<file path="src/rtl/ram_port_arbiter.sv">
// Shares one RAM controller port between the instruction-fetch (I) and load/store (D) requesters,
// with bounded anti-starvation for I and a per-transaction watchdog against a hung RAM.
module ram_port_arbiter #(
    parameter int unsigned ADDR_W      = 32,
    parameter int unsigned MAX_D_BURST = 4,
    parameter int unsigned TIMEOUT_CYC = 256
) (
    input  logic              clk_i,
    input  logic              rst_n_i,

    input  logic              i_stb_i,
    input  logic [ADDR_W-1:0] i_addr_i,
    output logic              i_ack_o,
    output logic              i_err_o,
    output logic [31:0]       i_data_o,

    input  logic              d_stb_i,
    input  logic              d_we_i,
    input  logic [3:0]        d_sel_i,
    input  logic [ADDR_W-1:0] d_addr_i,
    input  logic [31:0]       d_data_i,
    output logic              d_ack_o,
    output logic              d_err_o,
    output logic [31:0]       d_data_o,

    output logic              ram_stb_o,
    output logic              ram_we_o,
    output logic [3:0]        ram_sel_o,
    output logic [ADDR_W-1:0] ram_addr_o,
    output logic [31:0]       ram_data_o,
    input  logic              ram_ack_i,
    input  logic [31:0]       ram_data_i
);

    localparam int unsigned STREAK_W = $clog2(MAX_D_BURST + 1);
    localparam int unsigned WDOG_W   = $clog2(TIMEOUT_CYC);

    localparam logic [STREAK_W-1:0] STREAK_MAX = STREAK_W'(MAX_D_BURST);
    localparam logic [WDOG_W-1:0]   WDOG_LAST  = WDOG_W'(TIMEOUT_CYC - 1);

    localparam logic [1:0] ST_IDLE  = 2'd0;
    localparam logic [1:0] ST_OWN_I = 2'd1;
    localparam logic [1:0] ST_OWN_D = 2'd2;
    localparam logic [1:0] ST_DRAIN = 2'd3;

    logic [1:0]          r_state;
    logic [STREAK_W-1:0] r_d_streak;
    logic [WDOG_W-1:0]   r_wdog;

    logic                r_ram_stb;
    logic                r_ram_we;
    logic [3:0]          r_ram_sel;
    logic [ADDR_W-1:0]   r_ram_addr;
    logic [31:0]         r_ram_data;

    logic                w_grant_d;
    logic                w_grant_i;
    logic                w_own_i;
    logic                w_own_d;
    logic                w_timeout;

    // D normally wins a collision; once it has won MAX_D_BURST times in a row while I waited, I is forced.
    assign w_grant_d = d_stb_i && (!i_stb_i || (r_d_streak != STREAK_MAX));
    assign w_grant_i = i_stb_i && !w_grant_d;

    assign w_own_i   = (r_state == ST_OWN_I);
    assign w_own_d   = (r_state == ST_OWN_D);
    assign w_timeout = (w_own_i || w_own_d) && !ram_ack_i && (r_wdog == WDOG_LAST);

    // A requester that dropped its strobe mid-transaction gets neither ack nor err.
    assign i_ack_o  = w_own_i && ram_ack_i && i_stb_i;
    assign d_ack_o  = w_own_d && ram_ack_i && d_stb_i;
    assign i_err_o  = w_own_i && w_timeout && i_stb_i;
    assign d_err_o  = w_own_d && w_timeout && d_stb_i;
    assign i_data_o = i_ack_o ? ram_data_i : '0;
    assign d_data_o = d_ack_o ? ram_data_i : '0;

    assign ram_stb_o  = r_ram_stb;
    assign ram_we_o   = r_ram_we;
    assign ram_sel_o  = r_ram_sel;
    assign ram_addr_o = r_ram_addr;
    assign ram_data_o = r_ram_data;

    always_ff @(posedge clk_i or negedge rst_n_i) begin
        if (!rst_n_i) begin
            r_state    <= ST_IDLE;
            r_d_streak <= '0;
            r_wdog     <= '0;
            r_ram_stb  <= 1'b0;
            r_ram_we   <= 1'b0;
            r_ram_sel  <= '0;
            r_ram_addr <= '0;
            r_ram_data <= '0;
        end else begin
            case (r_state)
                ST_IDLE: begin
                    if (w_grant_d) begin
                        r_state    <= ST_OWN_D;
                        r_wdog     <= '0;
                        r_ram_stb  <= 1'b1;
                        r_ram_we   <= d_we_i;
                        r_ram_sel  <= d_sel_i;
                        r_ram_addr <= d_addr_i;
                        r_ram_data <= d_data_i;
                        r_d_streak <= i_stb_i ? (r_d_streak + STREAK_W'(1)) : '0;
                    end else if (w_grant_i) begin
                        r_state    <= ST_OWN_I;
                        r_wdog     <= '0;
                        r_ram_stb  <= 1'b1;
                        r_ram_we   <= 1'b0;
                        r_ram_sel  <= '1;
                        r_ram_addr <= i_addr_i;
                        r_ram_data <= '0;
                        r_d_streak <= '0;
                    end else begin
                        r_d_streak <= '0;
                    end
                end
                ST_OWN_I, ST_OWN_D: begin
                    if (ram_ack_i) begin
                        r_state   <= ST_IDLE;
                        r_ram_stb <= 1'b0;
                    end else if (r_wdog == WDOG_LAST) begin
                        r_state   <= ST_DRAIN;
                        r_ram_stb <= 1'b0;
                    end else begin
                        r_wdog <= r_wdog + WDOG_W'(1);
                    end
                end
                ST_DRAIN: begin
                    if (ram_ack_i) begin
                        r_state <= ST_IDLE;
                    end
                end
                default: begin
                    r_state   <= ST_IDLE;
                    r_ram_stb <= 1'b0;
                end
            endcase
        end
    end

endmodule

</file>
<file path="config.mk">
export PLATFORM = sky130hd
export DESIGN_NAME = ram_port_arbiter
export DESIGN_NICKNAME = d
export VERILOG_FILES = /design/src/rtl/ram_port_arbiter.sv
export SDC_FILE = /design/constraint.sdc
export NUM_CORES = 1
export LEC_CHECK = 0
export ABC_CLOCK_PERIOD_IN_PS = 1670
export CORE_MARGIN = 4
export CORE_UTILIZATION = 33
export DETAILED_ROUTE_END_ITERATION = 7
export GPL_ROUTABILITY_DRIVEN = 1
export PLACE_DENSITY = 0.77
export SLEW_MARGIN = 20
export SYNTH_ARGS = -nofsm -noshare
export SYNTH_HDL_FRONTEND = slang
export SYNTH_SLANG_ARGS = --single-unit
</file>
<file path="constraint.sdc">
create_clock -name clk_i -period 1.67 [get_ports clk_i]
set_input_delay 0.334 -clock clk_i [delete_from_list [all_inputs] [get_ports clk_i]]
set_output_delay 0.334 -clock clk_i [all_outputs]
set_load 0.03 [all_outputs]
</file>
* Word level (Yosys, flattened, before mapping)
Cells that the tools add are included.
Word-level totals: flip-flop bits (word level) 83, latch bits 0, RAM bits 0, ROM bits 0, output and inout bits 138, memories kept 0
Operators by class: add/subtract/negate cells 2, multiply operators 0, div/mod/pow operators 0, $lt $le $gt $ge 0, equality and inequality tests 10, shift-type cells 0, multiplexer cells 28, bitwise operators 0, reduce and logical (&&, ||, !) cells 25
Operator list (count):
- 32-bit 2-to-1 mux | 6
- 8-bit 2-to-1 mux | 4
- 8-bit one-hot mux with 2 select lines | 1
- 1-bit logical AND | 12
- 2-bit 2-to-1 mux | 5
- 3-bit inequality test, second input constant | 3
- 8-bit by 1-bit adder with 8-bit output, second input constant | 1
- 8-bit equality test, second input constant | 1
- 4-bit 2-to-1 mux | 2
- 1-bit 2-to-1 mux | 6
- 3-bit 2-to-1 mux | 2
- 2-bit inequality test, second input constant | 3
- 2-bit one-hot mux with 3 select lines | 1
- 3-bit AND reduction | 2
- 2-bit equality test, second input constant | 2
- 4-bit AND reduction | 1
- 2-bit nonzero test | 2
- 3-bit by 1-bit adder with 3-bit output, second input constant | 1
- 1-bit logical NOT | 3
- 2-bit by 1-bit equality test with 1-bit output, second input constant | 1
- 2-bit logical NOT | 1
- 1-bit logical OR | 2
- 1-bit one-hot mux with 2 select lines | 1
- 2-bit AND reduction | 1
- 2-bit OR reduction | 1

* Depth between registers and ports, before layout
depth after elaboration 8, gate-level depth with buffers 8

* Least setup slack after synthesis
Ideal clock, no wire load.
path kind flip-flop to output port, start point register r_state[0], end point output d_data_o[22], data arrival time 1.620 ns, required time 1.336 ns, setup slack -0.284 ns, cell stages (with the launch flop) 6, path through dfrtp_1 -> inv_1 -> ha_1 -> and3_1 -> clkbuf_1 -> and2_1
On the way: word-level cells in the longest chain between the ends 4
RTL lines:
- start: declaration | line 46 | logic [1:0] r_state;
- start signal: assignment | line 86 | r_state <= ST_IDLE;
- start signal: assignment | line 98 | r_state <= ST_OWN_D;
- start signal: assignment | line 107 | r_state <= ST_OWN_I;
- 2-bit equality test | line 67 | assign w_own_d = (r_state == ST_OWN_D);
- 1-bit logical AND (2 in a row) | line 72 | assign d_ack_o = w_own_d && ram_ack_i && d_stb_i;
- via d_ack_o | line 22 | output logic d_ack_o,
- 32-bit 2-to-1 mux | line 76 | assign d_data_o = d_ack_o ? ram_data_i : '0;
- end: declaration | line 24 | output logic [31:0] d_data_o,
The timed path passes the listed nets, and every way through them passes these cells.

* Worst setup path after layout
start point register r_state[1], end point output d_data_o[1]
On the way: word-level cells in the longest chain between the ends 4
RTL lines (line):
- 2-bit equality test | 67
- 1-bit logical AND (2 in a row) | 72
- 32-bit 2-to-1 mux | 76
No other way between the ends.

==> flow_summary_export.csv <==
group,metric,value,unit
timing,hold_viol,0,
die,die_h,122,µm
setup_path,cp.arrival,1.73,ns
setup_path,worstPathRequired,1.34,ns
global_route,grt_max_degree,43,
die,core_area,12700,µm²
layout,syn2layout_area_growth,95.6,%
global_route,grt_pass1_vias,4928,
setup_path,max_stage_delay,0.45,ns
synth,synth_area_leaders,"dfrtp_1, nand2_1, and2_1",
die,ioPinCount,276,
synth,ys_ff_latch,83,
route,wl,18100,µm
outcome,outcome,"complete, but fails checks",
die,core.rowCount,41,
route,vias_per_cell,4.93,
synth,synth_top_flop_cell,"dfrtp_1",
timing,final-setup-viol-count,104,
die,die-area,15000,µm²
timing,worstMarginPinSlew,0.395,ns
synth,synth_nets,665,
clocking,path_clk_slew,0.07,ns
synth,yosysTopAreaCellShare,0.480,
setup_path,end_kind,"output port",
route,ant_nets,0,
clocking,clock-sinks,83,
place,gp_congestion,0.849,
synth,ys_warn_count,0,
synth,synth_seq_area_share,0.480,
setup_path,r2r_slack,-0.19,ns
setup_path,timing.rr.start,"r_state[1]",
global_route,grt.overflow.total,0,
layout,antenna_cells,0,
layout,fin_util,0.665,
synth,ys_types,44,
route,first_pass_iters,5,
global_route,grt_pass1_wl,24800,µm
timing,rsz0062_at_grt,"yes",
die,start_util,0.340,
layout,post-route-cell-area,8460,µm²
layout,nets,978,
flow_run,cap_violations,0,
layout,fillers,1036,
outcome,violations,"negative setup slack",
timing,report.final.slew_viol_count,0,
route,wl_per_cell,17.9,µm
clocking,clk_path_buf_depth,2,
clocking,clk-insertion-delay-late,0.33,ns
timing,setup_slack,-0.393,ns
global_route,antenna_found_initial,0,
setup_path,cp_cell_sequence,"ha_4 -> and3_4 -> buf_4 -> clkbuf_16 -> and2_4 -> buf_6",
setup_path,r2r-end,"r_state[0]",
setup_path,start_kind,"flop",
power_and_ir_drop,power_leakage,3.94,nW
power_and_ir_drop,peakVddDrop,0.745,mV
setup_path,cp_slowest_cell,"dfrtp_1",
timing,final.setup_skew,0.00699,ns
hold_path,min_path_type,"in2async",
place,hpwl,12100,µm
clocking,cts_inserted_buffers,9,
layout,layout-drive-gt1-share,0.295,
power_and_ir_drop,p_per_area,1550,nW/µm²
clocking,root_buffer,"clkbuf_16",
timing,clock.fmax,0.485,GHz
clocking,cts_tree,"done",
global_route,grt_usage,0.207,
place,port_buffers,275,
timing,fin_crit_sh,1.24,
route,drt_iter0_drc,334,
route,dr_total_vias,4983,
setup_path,criticalPathCategory,"reg2out",
die,die_w,122,µm
place,dpl.cell_count,968,
layout,ff_latch_area,2080,µm²
synth,netlist_instances,520,
layout,multiInputGateArea,2330,µm²
synth,yosysTopAreaCell,"dfrtp_1",
place,place_area,7500,µm²
timing,period_needed,2.06,ns
synth,syn_area_per_cell,8.32,µm²
timing,whs,0.477,ns
setup_path,reg2reg_depth,8,
synth,synth_async_sr_flop_share,1.00,
clocking,h-tree-depth,3,
synth,netlist_area,4330,µm²
route,route.detailed.drc,0,
layout,layoutNonFillerInstCount,1010,
synth,synth_edf_count,0,
setup_path,path_max_fanout,8,
timing,relSlewSlack,0.738,
==> sequential cells by signal, indices dropped and copies added, names as in the netlist <==
signal      flops
r_wdog          8
r_state         2
ram_stb_o       1
ram_sel_o       4
ram_addr_o     32
r_d_streak      3
ram_we_o        1
ram_data_o     32
==> cell usage after synthesis, types with 2 or more instances <==
| master | n |
|---|---|
| a21oi_1 | 7 |
| a22o_1 | 3 |
| a31oi_1 | 32 |
| and2_1 | 65 |
| and3_1 | 6 |
| and4_1 | 2 |
| buf_2 | 17 |
| buf_4 | 2 |
| clkbuf_1 | 18 |
| dfrtp_1 | 83 |
| ha_1 | 7 |
| inv_1 | 5 |
| mux2i_1 | 2 |
| nand2_1 | 145 |
| nand2b_1 | 2 |
| nand3_1 | 4 |
| nand4_1 | 4 |
| nor2_1 | 48 |
| nor3_1 | 4 |
| nor3b_1 | 2 |
| o21ai_0 | 4 |
| o21ai_1 | 35 |
| o221ai_1 | 2 |
==> kinds of logic after synthesis <==
logic type	Yosys count	share of synthesized area
compound gates	92	0.129
fa+ha+maj	7	0.0202
buf+inv	44	0.0466
flops	83	0.480
mux	5	0.0133
simple gates	289	0.311
==> metal layers <==
metal,GRT usage,up-vias,part of all wire
met5,0,-,0
met4,0.0574,0,0.026
met3,0.0447,36,0.056
met2,0.371,185,0.52
met1,0.249,2400,0.40
li1,-,2362,-
==> cells in the final DEF (no fill, tap or decap), types with 12 or more instances in the layout <==
cell type and instances:
clkdlybuf4s50_1 134, nor2_1 46, buf_12 12, dfrtp_1 83, a31oi_1 32, o21ai_1 32, buf_6 67, buf_4 43
dlygate4sd2_1 70, and2_2 29, clkbuf_16 15, nand2_1 140, and2_4 33
==> report_power, final <==
part	switching, mW	internal, mW
Sequential	0.474	2.93
Clock	0.835	1.37
Combinational	4.53	3.01
==> area by class of cell <==
type,instances,share of cell area
inverters,5,0.00222
repair buffers,337,0.412
clock inverters,6,0.0114
flip-flops and latches,83,0.245
clock buffers,10,0.0282
multi-input cells,397,0.275
well taps,172,0.0254
==> timing repair <==
item | in CTS | in global routing
hold buffers | 1 | 0
resized for setup | 146 | 62
pin swaps | 7 | 18
cloned | 0 | 10
endpoints found under the setup margin | 148 | 88
buffers inserted | 4 | 12
endpoints found under the hold margin | 27 | 0
==> through the flow <==
step	power (mW)	worst slack (ns)	setup TNS (ns)
final	13.1	-0.393	-25.62
after global routing	13.9	-0.433	-31.85
after CTS	12.5	-0.323	-21.08
after detailed placement	10.7	-0.317	-27.62
after global placement	10.5	-0.281	-24.64
after floorplan	7.43	-0.00107	-0.00214
==> worst max-delay path by stage <==
stage / from / slack [ns] / depth (start not counted) / end
finish: r_state[1] / -0.39 / 6 / d_data_o[1]
floorplan: r_wdog[0] / -0.001 / 4 / d_err_o
global route: r_state[0] / -0.43 / 7 / d_data_o[26]
global placement: i_stb_i / -0.28 / 6 / r_wdog[5]
CTS: r_state[0] / -0.32 / 6 / d_data_o[7]
detailed placement: i_stb_i / -0.32 / 6 / r_wdog[6]
==> worst max-delay path, delay by kind of cell (launching register included) <==
kind	cells	cell delay (ns)
flops	1	0.45
buf+inv	3	0.44
simple gates	2	0.32
fa+ha+maj	1	0.19
Power figures use the tool's default switching activity.
